$ cat config.mk
export PLATFORM = sky130hd
export DESIGN_NAME = mlp_layer_seq
export DESIGN_NICKNAME = d
export VERILOG_FILES = /design/src/rtl/mlp_pkg.sv /design/src/rtl/mlp_layer_seq.sv
export SDC_FILE = /design/constraint.sdc
export NUM_CORES = 1
export LEC_CHECK = 0
export BUFFER_PORTS_ARGS = -buffer_cell sky130_fd_sc_hd__buf_2
export CORE_ASPECT_RATIO = 0.75
export CORE_MARGIN = 1
export CORE_UTILIZATION = 55
export DETAILED_ROUTE_END_ITERATION = 7
export PLACE_DENSITY = 0.92
export SYNTH_ARGS = -nofsm -noshare
export SYNTH_HDL_FRONTEND = slang
export SYNTH_SLANG_ARGS = --single-unit
export TNS_END_PERCENT = 10
$ cat constraint.sdc
create_clock -name clk -period 3.45 [get_ports clk]
set_input_delay 0 -clock clk [delete_from_list [all_inputs] [get_ports clk]]
set_output_delay 0 -clock clk [all_outputs]
set_load 0.005 [all_outputs]
$ cat src/rtl/mlp_pkg.sv
// Shared types and constants for the sequential MLP layer controller.
package mlp_pkg;

   typedef enum logic [2:0] {
      S_IDLE,
      S_CLEAR,
      S_STREAM,
      S_DRAIN,
      S_RELU,
      S_DONE
   } state_e;

   // out_valid rises N_INPUTS + OUT_LAT_OFFSET cycles after the accept cycle
   localparam int unsigned OUT_LAT_OFFSET = 4;

   function automatic int unsigned idx_width(input int unsigned n);
      return (n > 1) ? $clog2(n) : 1;
   endfunction

endpackage

$ cat src/rtl/mlp_layer_seq.sv
// Sequencer that streams one input vector through an MLP layer's MAC array.
// Optional inference counter is built when MLP_SEQ_PERF_CNT_EN is defined.
module mlp_layer_seq
   import mlp_pkg::*;
#(
   parameter int unsigned N_INPUTS   = 2,
   parameter int unsigned IN_WIDTH   = 16,
   parameter int unsigned PERF_WIDTH = 32
) (
   input  logic                             clk,
   input  logic                             rst,
   input  logic                             in_valid,
   output logic                             in_ready,
   input  logic [N_INPUTS*IN_WIDTH-1:0]     in_data_flat,
   output logic                             out_valid,
   input  logic                             out_ready,
   input  logic                             cfg_wr_en,
   output logic                             cfg_wr_ready,
   output logic                             layer_wr_en,
   output logic                             layer_start,
   output logic [idx_width(N_INPUTS)-1:0]   layer_index,
   output logic [IN_WIDTH-1:0]              layer_value,
   output logic                             layer_valid,
   output logic                             layer_relu_en
`ifdef MLP_SEQ_PERF_CNT_EN
   ,output logic [PERF_WIDTH-1:0]           perf_count
`endif
);

   localparam int unsigned IDX_W = idx_width(N_INPUTS);

   if (N_INPUTS < 1 || PERF_WIDTH < 1) begin : g_param_chk
      $error("mlp_layer_seq: N_INPUTS and PERF_WIDTH must be at least 1");
   end

   state_e              state_q, state_d;
   logic [IDX_W-1:0]    cnt_q, cnt_d;
   logic [IN_WIDTH-1:0] vec_q [N_INPUTS];
   logic [IN_WIDTH-1:0] vec_d [N_INPUTS];
   logic                lvalid_q, lvalid_d;
   logic [IN_WIDTH-1:0] lvalue_q, lvalue_d;
   logic                accept;

   // A weight write in IDLE wins over a vector offered in the same cycle
   assign in_ready      = !rst && (state_q == S_IDLE) && !cfg_wr_en;
   assign cfg_wr_ready  = !rst && (state_q == S_IDLE);
   assign layer_wr_en   = cfg_wr_en && cfg_wr_ready;
   assign accept        = in_valid && in_ready;
   assign layer_start   = (state_q == S_CLEAR);
   assign layer_relu_en = (state_q == S_RELU);
   assign out_valid     = (state_q == S_DONE);
   assign layer_index   = cnt_q;
   assign layer_valid   = lvalid_q;
   assign layer_value   = lvalue_q;

   always_comb begin
      state_d  = state_q;
      cnt_d    = cnt_q;
      vec_d    = vec_q;
      lvalid_d = 1'b0;
      lvalue_d = '0;
      case (state_q)
         S_IDLE: begin
            if (accept) begin
               for (int unsigned k = 0; k < N_INPUTS; k++) begin
                  vec_d[k] = in_data_flat[k*IN_WIDTH +: IN_WIDTH];
               end
               state_d = S_CLEAR;
            end
         end
         S_CLEAR: begin
            cnt_d   = '0;
            state_d = S_STREAM;
         end
         S_STREAM: begin
            // Element lands one cycle after its index to line up with the weight read
            lvalid_d = 1'b1;
            lvalue_d = vec_q[cnt_q];
            if (cnt_q == IDX_W'(N_INPUTS - 1)) begin
               state_d = S_DRAIN;
            end else begin
               cnt_d = cnt_q + IDX_W'(1);
            end
         end
         S_DRAIN: state_d = S_RELU;
         S_RELU:  state_d = S_DONE;
         S_DONE: begin
            if (out_ready) begin
               state_d = S_IDLE;
            end
         end
         default: state_d = S_IDLE;
      endcase
   end

   always_ff @(posedge clk or posedge rst) begin
      if (rst) begin
         state_q  <= S_IDLE;
         cnt_q    <= '0;
         lvalid_q <= 1'b0;
         lvalue_q <= '0;
         for (int unsigned k = 0; k < N_INPUTS; k++) begin
            vec_q[k] <= '0;
         end
      end else begin
         state_q  <= state_d;
         cnt_q    <= cnt_d;
         lvalid_q <= lvalid_d;
         lvalue_q <= lvalue_d;
         vec_q    <= vec_d;
      end
   end

`ifdef MLP_SEQ_PERF_CNT_EN
   logic [PERF_WIDTH-1:0] perf_q, perf_d;

   always_comb begin
      perf_d = perf_q;
      if (state_q == S_DONE && out_ready) begin
         perf_d = perf_q + PERF_WIDTH'(1);
      end
   end

   always_ff @(posedge clk or posedge rst) begin
      if (rst) begin
         perf_q <= '0;
      end else begin
         perf_q <= perf_d;
      end
   end

   assign perf_count = perf_q;
`endif

endmodule

==> impl_table.tex, run 1 <==
\begin{tabular}{lr}
\hline
Metric & Value \\
\hline
\multicolumn{2}{l}{\textbf{Status}} \\
\quad Status & finished with violations \\
\quad Violated checks & hold timing \\
\multicolumn{2}{l}{\textbf{Critical path}} \\
\quad WS Path Type & reg -> reg \\
\quad Cells on worst reg2reg path & 3 \\
\quad Data arrival at the endpoint of the critical path & 2.39 ns \\
\quad Worst reg2reg endpoint & vec\_q[0] \\
\quad Nature of the critical path startpoint & flop \\
\quad Endpoint kind of the worst setup timing path & flop \\
\quad Setup slack on the worst flop-to-flop path & around 1.2 ns \\
\quad Data required, critical path & 3.64 ns \\
\quad CP Max Fanout & 32 \\
\quad Launch instance of the worst register-to-register path & state\_q[1] \\
\multicolumn{2}{l}{\textbf{Synthesis}} \\
\quad Synthesized-area fraction occupied by ao, oa, aoi and oai cells & about 1.4\% \\
\quad Cell types with the highest counts after synthesis & sky130\_fd\_sc\_hd\_\_dfrtp\_1 (53), sky130\_fd\_sc\_hd\_\_mux2\_4 (30), sky130\_fd\_sc\_hd\_\_nor2\_1 (17) \\
\quad Portion of netlist area occupied by mux cells & 28.5\% \\
\quad Synth Area per Inst & 15.3 sq um \\
\quad Most common flop cell mapped by yosys & sky130\_fd\_sc\_hd\_\_dfrtp\_1 \\
\quad Post-synth ARST share & 100\% \\
\quad Number of distinct library cells after synthesis & 22 \\
\quad Syn Nets & 182 \\
\quad Cell types with the largest area share after synthesis & sky130\_fd\_sc\_hd\_\_dfrtp\_1 (60\%), sky130\_fd\_sc\_hd\_\_mux2\_4 (20\%), sky130\_fd\_sc\_hd\_\_mux2i\_1 (7.2\%), sky130\_fd\_sc\_hd\_\_nor2\_1 (2.9\%), sky130\_fd\_sc\_hd\_\_buf\_6 (2.0\%) \\
\quad Flop and latch count out of synthesis & 53 \\
\quad Number of instances in the synthesized netlist & 145 \\
\quad Synth warnings & 0 \\
\quad Sequential area share after synthesis & 59.7\% \\
\quad Adder-cell area share of the yosys netlist & 0\% \\
\quad Basic-gate share of the synthesized area counting and, or, nand and nor cells & 6.59\% \\
\quad Xor-xnor portion of the synthesized cell area & less than 1\% \\
\quad Most area-hungry cell type in the Yosys netlist & sky130\_fd\_sc\_hd\_\_dfrtp\_1 \\
\quad Most repeated cell in the gate-level netlist after synthesis & sky130\_fd\_sc\_hd\_\_dfrtp\_1 \\
\quad Syn Std Cell Area & 0.00222 sq mm \\
\quad Share of the synthesized area in the top cell type & $\sim$60\% \\
\quad Dominant combinational cell family by area after synthesis & multiplexers \\
\quad Number of enable flip-flop cells after synthesis & 0 \\
\multicolumn{2}{l}{\textbf{Placed design}} \\
\quad Detailed placer's ending HPWL & 2590 microns \\
\quad Routability cong. & between 0.7 and 0.8 \\
\quad Area post-placement & 0.00252 sq mm \\
\quad \# placed instances & 249 \\
\quad Number of input and output port buffers inserted & 60 \\
\quad Worst slack, placed & 1.26 ns \\
\multicolumn{2}{l}{\textbf{STA}} \\
\quad Total count of max-transition violations in the final report & 0 \\
\quad Max-slew headroom & between 20 and 30\% \\
\quad Unrepaired setup endpoints after global routing & no \\
\quad Setup Skew & 0.00542 ns \\
\quad Period utilisation layout & 63.9\% \\
\quad Timing-limited maximum frequency & $\sim$450 MHz \\
\quad Final number of hold-violating endpoints & 12 \\
\quad Slew at the pin closest to its max-slew limit & approximately 1.1 ns \\
\quad Minimum setup slack in the final design & 1.25 ns \\
\quad Smallest hold slack & -0.00961 ns \\
\quad Time the worst path needs with I/O delays and setup & 2.20 ns \\
\quad Accumulated negative setup slack & 0 ns \\
\quad Setup violations, final & 0 \\
\multicolumn{2}{l}{\textbf{Layout}} \\
\quad Final Core Density & 77.8\% \\
\quad Final nets & between 200 and 300 \\
\quad Non-filler cells in the finished layout & 289 \\
\quad Antenna fix cells & 0 \\
\quad Area of all placed cells without fillers & 0.00292 sq mm \\
\quad Share of layout cells above drive strength 1 & between 40\% and 50\% \\
\quad Count of filler cells inserted in the layout & 232 \\
\quad Area Overhead vs Synth & 31.6\% \\
\multicolumn{2}{l}{\textbf{Route}} \\
\quad DRT Pass-1 Iters & 3 \\
\quad Violation count after the first detailed-routing iteration & 81 \\
\quad Drt drc & 0 \\
\quad Total number of vias & 1437 \\
\quad DR vias/cell & 4.97 \\
\quad Final ANT Viol Nets & 0 \\
\quad Average wire per standard cell & 14.8 microns \\
\quad Wire length after detailed routing & 4280 microns \\
\multicolumn{2}{l}{\textbf{Pwr}} \\
\quad Static leakage & 1.56 nW \\
\quad Max IR drop VDD & 503 uV \\
\quad Total Power Consumption & 2.26 mW \\
\quad Total power divided by cell area & slightly below 800 mW/mm\^{}2 \\
\multicolumn{2}{l}{\textbf{Clock tree}} \\
\quad Post\_cts resized & 0 \\
\quad Clock tree from TritonCTS & built \\
\quad Clk Tree Root Cell & sky130\_fd\_sc\_hd\_\_clkbuf\_8 \\
\quad Sink Count & 53 \\
\quad Number of buffers added by the clock tree synthesis step & 5 \\
\quad Total number of H-tree levels & 2 \\
\quad Source-to-sink clock delay at the later pin of the worst-skew pair & 0.30 ns \\
\quad Largest buffer count on any clock path & 2 \\
\quad Clock transition at the registers of the reported paths & around 0.09 ns \\
\multicolumn{2}{l}{\textbf{Global routing}} \\
\quad Number of antenna violations at the first check in global routing & 0 \\
\quad GR Overflow Total & 0 \\
\quad Via count of the first global-routing pass & 1513 \\
\quad Gr usage total & about 22\% \\
\quad Pin count of the biggest net entering global routing & 54 \\
\quad Wire length of the first global-routing pass & approximately 6900 microns \\
\multicolumn{2}{l}{\textbf{Floorplan}} \\
\quad Floorplan core area & 0.00376 sq mm \\
\quad Core Rows & 19 \\
\quad Height of the die & around 57 microns \\
\quad Number of placed I/O pins & 61 \\
\quad Die ar. & 0.00430 sq mm \\
\quad Initial core utilization & approximately 59\% \\
\quad Floorplan die width & between 70 and 80 microns \\
\multicolumn{2}{l}{\textbf{Hold path}} \\
\quad Hold WC Path Type & in -> async \\
\multicolumn{2}{l}{\textbf{Run}} \\
\quad Number of max-cap violations & 0 \\
\hline
\end{tabular}
[cell families (layout without fill, tap and decap cells)]
| family | Yosys count | count (layout) |
|---|---|---|
| DFF | 53 | 53 |
| buffers and inverters | 11 | 103 |
| AOI/OAI and AO/OA | 4 | 4 |
| and+or+nand+nor | 28 | 28 |
| muxes | 48 | 48 |
| xor gates and xnor gates | 1 | 1 |
[state kept, by name, indices dropped and copies added (netlist names)]
signal and flops:
state_q 3, layer_index 1, layer_value 16, vec_q 32, layer_valid 1
[worst max path at each step]
stage | start | cells past startpoint | endpoint | slack, ns
floorplan | state_q[0] | 5 | vec_q[0] | 1.89
global placement | state_q[1] | 3 | vec_q[4] | 1.34
detailed placement | state_q[1] | 3 | vec_q[20] | 1.26
CTS | state_q[1] | 3 | vec_q[18] | 1.24
global route | state_q[1] | 3 | vec_q[18] | 1.14
finish | state_q[1] | 3 | vec_q[0] | 1.25
[area by class of cell]
cell class	count	area, sq um	area share (%)
well taps	52	65.1	2.23
clock buffers	8	80.1	2.74
multi-input cells	81	820	28.0
flip-flops and latches	53	1330	45.4
repair buffers	92	621	21.2
inverters	3	11.3	0.385
[metal layers]
| layer | part of all wire [%] | up-vias | track usage [%] |
|---|---|---|---|
| li1 | - | 672 | - |
| met1 | 46 | 704 | 27.8 |
| met2 | 47 | 52 | 36.2 |
| met3 | 5.0 | 9 | 5.65 |
| met4 | 1.9 | 0 | 10.1 |
| met5 | 0 | - | 0 |
[power by group]
group | leakage, nW | internal (mW) | switching (mW)
logic | 0.857 | 0.518 | 0.278
registers | 0.666 | 0.906 | 0.227
clock network | 0.0395 | 0.145 | 0.187
[layout by cell type (no fill, tap or decap)]
cell                            instances
sky130_fd_sc_hd__nand3b_1               1
sky130_fd_sc_hd__mux2_4                30
sky130_fd_sc_hd__mux2i_1               16
sky130_fd_sc_hd__dfrtp_1               53
sky130_fd_sc_hd__dlygate4sd3_1         32
sky130_fd_sc_hd__nor3b_1                2
sky130_fd_sc_hd__nor2b_1                2
sky130_fd_sc_hd__clkbuf_1               3
sky130_fd_sc_hd__nand2_1                1
sky130_fd_sc_hd__nor4_4                 1
sky130_fd_sc_hd__a221o_1                1
sky130_fd_sc_hd__inv_2                  1
sky130_fd_sc_hd__and2_1                 1
sky130_fd_sc_hd__mux2_2                 2
sky130_fd_sc_hd__inv_1                  2
sky130_fd_sc_hd__a211oi_1               1
sky130_fd_sc_hd__clkbuf_8               5
sky130_fd_sc_hd__buf_2                 60
sky130_fd_sc_hd__a31o_2                 1
sky130_fd_sc_hd__o21ai_0                1
sky130_fd_sc_hd__nor2_1                17
sky130_fd_sc_hd__xnor2_1                1
sky130_fd_sc_hd__nor3_1                 2
sky130_fd_sc_hd__nand2_2                1
[critical path: stages (launching register included)]
cell and delay, ns:
sky130_fd_sc_hd__dfrtp_1 0.51, sky130_fd_sc_hd__nor4_4 0.40, sky130_fd_sc_hd__nand2_2 0.64, sky130_fd_sc_hd__mux2_4 0.53
[repair_timing]
action	CTS	global route
buffers inserted	0	0
hold buffers	32	0
endpoints found under the hold margin	32	0
Power figures use the tool's default switching activity.
==> run 2, diff against run 1 <==
--- a/config.mk
+++ b/config.mk
@@ -8,9 +8,9 @@
 export BUFFER_PORTS_ARGS = -buffer_cell sky130_fd_sc_hd__buf_2
 export CORE_ASPECT_RATIO = 0.75
 export CORE_MARGIN = 1
-export CORE_UTILIZATION = 55
+export CORE_UTILIZATION = 46
 export DETAILED_ROUTE_END_ITERATION = 7
-export PLACE_DENSITY = 0.92
+export PLACE_DENSITY = 0.83
 export SYNTH_ARGS = -nofsm -noshare
 export SYNTH_HDL_FRONTEND = slang
 export SYNTH_SLANG_ARGS = --single-unit
==> constraint.sdc (replaced) <==
create_clock -name clk -period 1.9 [get_ports clk]
set_input_delay 0 -clock clk [delete_from_list [all_inputs] [get_ports clk]]
set_output_delay 0 -clock clk [all_outputs]
set_load 0.005 [all_outputs]
==> run 2 against run 1 <==
The run now ends clean; design area rose by 3.2%; via count fell by 0.97%; setup slack got worse by 0.98 ns; power rose by 85%; combinational power rose by 100%; die area rose by 19%; clock power rose by 88%; non-clock buffer count rose by 7; first-iteration DRC count fell by 37%; wire length fell by 1.5%.
==> impl_table.tex, run 2 (same netlist as run 1, synthesis figures left out) <==
\begin{tabular}{lr}
\hline
Metric & Value \\
\hline
\multicolumn{2}{l}{\textbf{Pwr}} \\
\quad Switching fraction of total power & 30.6\% (-0.051 points) \\
\quad Total Power Consumption & 4.18 mW (+85\%) \\
\quad Combinational power share & 38.0\% (+2.8 points) \\
\quad Internal Dissipation & 2.90 mW (+85\%) \\
\quad Max IR drop VDD & 877 uV (+74\%) \\
\quad Static leakage & 1.61 nW (+3.2\%) \\
\quad Part of the power in the clock network & 15.0\% (+0.3 points) \\
\quad Switching pwr & 1.28 mW (+85\%) \\
\quad Flop pwr share & 47.0\% (-3.1 points) \\
\quad Total power divided by cell area & 1390 mW/mm\^{}2 (+79\%) \\
\multicolumn{2}{l}{\textbf{Route}} \\
\quad Drt drc & 0 (unchanged) \\
\quad Violation count after the first detailed-routing iteration & 51 (-37\%) \\
\quad DRT Pass-1 Iters & 4 (+1) \\
\quad Wire length after detailed routing & 4220 microns (-1.5\%) \\
\quad Final ANT Viol Nets & 0 (unchanged) \\
\quad Total number of vias & 1423 (-0.97\%) \\
\quad Average wire per standard cell & 14.0 microns (-5.5\%) \\
\quad DR vias/cell & 4.73 (-4.9\%) \\
\multicolumn{2}{l}{\textbf{Floorplan}} \\
\quad Initial core utilization & 48.9\% (-10 points) \\
\quad Number of placed I/O pins & 61 (unchanged) \\
\quad Floorplan core area & 0.00455 sq mm (+21\%) \\
\quad Core Rows & 21 (+2) \\
\quad Die ar. & 0.00511 sq mm (+19\%) \\
\quad Floorplan die width & 82.2 microns (+9.1\%) \\
\quad Height of the die & 62.2 microns (+9.0\%) \\
\multicolumn{2}{l}{\textbf{Critical path}} \\
\quad CP Max Fanout & 32 (unchanged) \\
\quad Launching instance or port of the critical path & state\_q[0] \\
\quad Launch instance of the worst register-to-register path & state\_q[0] \\
\quad Critical path's largest stage delay & 0.49 ns (-0.15 ns) \\
\quad WS Path Type & reg -> reg \\
\quad Endpoint kind of the worst setup timing path & flop \\
\quad Setup slack on the worst flop-to-flop path & 0.27 ns (-0.98 ns) \\
\quad Critical-path top delay cell & sky130\_fd\_sc\_hd\_\_dfrtp\_1 \\
\quad CP Cell Sequence & nor4\_4 > nand2\_2 > buf\_12 > mux2\_4 \\
\quad Endpoint of the most critical setup path & vec\_q[21] \\
\quad Cells on worst reg2reg path & 4 (+1) \\
\quad Number of gates on the worst path with buffers counted & 4 (+1) \\
\quad Crit-path leading delay family & flip-flops \\
\quad Worst reg2reg endpoint & vec\_q[21] \\
\quad Nature of the critical path startpoint & flop \\
\quad Data arrival at the endpoint of the critical path & 1.82 ns (-0.57 ns) \\
\quad Data required, critical path & 2.09 ns (-1.55 ns) \\
\quad Critical path buffer and inverter count & 1 (+1) \\
\multicolumn{2}{l}{\textbf{Global routing}} \\
\quad Gr usage total & 18.9\% (-3.3 points) \\
\quad GR Overflow Total & 0 (unchanged) \\
\quad Via count of the first global-routing pass & 1539 (+1.7\%) \\
\quad Wire length of the first global-routing pass & 7130 microns (+2.7\%) \\
\quad Pin count of the biggest net entering global routing & 35 (-35\%) \\
\quad Number of antenna violations at the first check in global routing & 0 (unchanged) \\
\multicolumn{2}{l}{\textbf{STA}} \\
\quad Setup violations, final & 0 (unchanged) \\
\quad Max-slew headroom & 71.4\% (+42 points) \\
\quad Unrepaired setup endpoints after global routing & no \\
\quad Accumulated negative setup slack & 0 ns (unchanged) \\
\quad Period utilisation layout & 85.7\% (+22 points) \\
\quad Final number of hold-violating endpoints & 0 (-12) \\
\quad Setup Skew & 0.00271 ns (-0.00271 ns) \\
\quad Slew at the pin closest to its max-slew limit & 0.428 ns (-0.623 ns) \\
\quad Timing-limited maximum frequency & 614 MHz (+35\%) \\
\quad Time the worst path needs with I/O delays and setup & 1.63 ns (-0.574 ns) \\
\quad Total count of max-transition violations in the final report & 0 (unchanged) \\
\multicolumn{2}{l}{\textbf{Layout}} \\
\quad Share of layout cells above drive strength 1 & 44.7\% (+2.1 points) \\
\quad Most flops, register & vec\_q \\
\quad Area Overhead vs Synth & 35.8\% \\
\quad Most common cell after layout, fill and taps aside & sky130\_fd\_sc\_hd\_\_buf\_2 \\
\quad Final Core Density & 66.3\% (-11 points) \\
\quad Antenna fix cells & 0 (unchanged) \\
\quad Most frequent cells in the layout & sky130\_fd\_sc\_hd\_\_buf\_2 (60), sky130\_fd\_sc\_hd\_\_dfrtp\_1 (53), sky130\_fd\_sc\_hd\_\_dlygate4sd3\_1 (33) \\
\quad Final nets & 280 (+2.6\%) \\
\quad Max reg flops & 32 (unchanged) \\
\multicolumn{2}{l}{\textbf{Clock tree}} \\
\quad Total number of H-tree levels & 2 (unchanged) \\
\quad Number of buffers added by the clock tree synthesis step & 5 (unchanged) \\
\quad Sink Count & 53 (unchanged) \\
\quad Clock tree from TritonCTS & built \\
\quad Post\_cts resized & 0 (unchanged) \\
\quad Clock transition at the registers of the reported paths & 0.09 ns (about the same) \\
\quad Clk Tree Root Cell & sky130\_fd\_sc\_hd\_\_clkbuf\_8 \\
\quad Post-CTS setup buffer count & 0 (unchanged) \\
\quad Source-to-sink clock delay at the later pin of the worst-skew pair & 0.30 ns (about the same) \\
\quad Largest buffer count on any clock path & 2 (unchanged) \\
\multicolumn{2}{l}{\textbf{Placed design}} \\
\quad Detailed placer's ending HPWL & 2680 microns (+3.6\%) \\
\quad Routability cong. & 0.761 (-2.4\%) \\
\quad Number of input and output port buffers inserted & 60 (unchanged) \\
\multicolumn{2}{l}{\textbf{Run}} \\
\quad Number of max-cap violations & 0 (unchanged) \\
\multicolumn{2}{l}{\textbf{Hold path}} \\
\quad Hold WC Path Type & in -> reg \\
\multicolumn{2}{l}{\textbf{Status}} \\
\quad Status & finished clean \\
\hline
\end{tabular}
==> run 2: how the worst min path moves through the flow <==
stage	from	slack, ns	end	cells after the start
global route	out_ready	0.11	state_q[2]	3
detailed placement	rst	0.07	layer_valid	2
global placement	rst	0.07	layer_valid	2
floorplan	rst	0.02	cfg_wr_ready	1
finish	out_ready	0.10	state_q[2]	3
CTS	out_ready	0.09	state_q[2]	3
==> run 2: area by class of cell <==
class	count	area, sq um
well taps	57	71.3
fillers	323	1530
inverters	3	11.3
clock buffers	6	72.6
multi-input cells	81	820
flip-flops and latches	53	1330
clock inverters	2	13.8
repair buffers	99	701
==> run 2: worst register-to-register path, stage by stage (launching register included) <==
cell                      delay (ns)
sky130_fd_sc_hd__dfrtp_1        0.49
sky130_fd_sc_hd__nor4_4         0.38
sky130_fd_sc_hd__nand2_2        0.11
sky130_fd_sc_hd__buf_12         0.20
sky130_fd_sc_hd__mux2_4         0.34
==> run 2: stage by stage <==
| step | instance area [sq um] | setup slack (ns) | instances | hold WS [ns] |
|---|---|---|---|---|
| detailed placement | 2600 | 0.295 | 260 | 0.0685 |
| global placement | 2600 | 0.360 | 260 | 0.0672 |
| global route | 3020 | 0.231 | 301 | 0.110 |
| CTS | 3020 | 0.279 | 301 | 0.0946 |
| floorplan | 2220 | 0.342 | 145 | 0.0233 |
| finish | 3020 | 0.271 | 301 | 0.101 |
==> run 2: power by group through the flow <==
stage / sequential, mW / combinational (mW) / clock (mW)
6_report: 1.96 / 1.59 / 0.625
5_1_grt: 2.03 / 1.74 / 0.691
4_1_cts: 1.96 / 1.61 / 0.649
3_5_place_dp: 1.98 / 1.55 / 0
3_3_place_gp: 1.96 / 1.50 / 0
2_1_floorplan: 1.88 / 1.18 / 0
==> run 2: repair_timing <==
action / 4_1_cts / 5_1_grt
hold buffers: 33 / 0
endpoints found under the setup margin: 0 / 0
hold endpoints to repair: 51 / 0
==> run 2: metal layers <==
layer	global-route usage (%)	up-vias	share of wire (%)
met1	25.6	695	47
met5	0	-	0
met3	4.41	5	3.8
met4	5.92	0	0.76
li1	-	689	-
met2	29.9	34	48
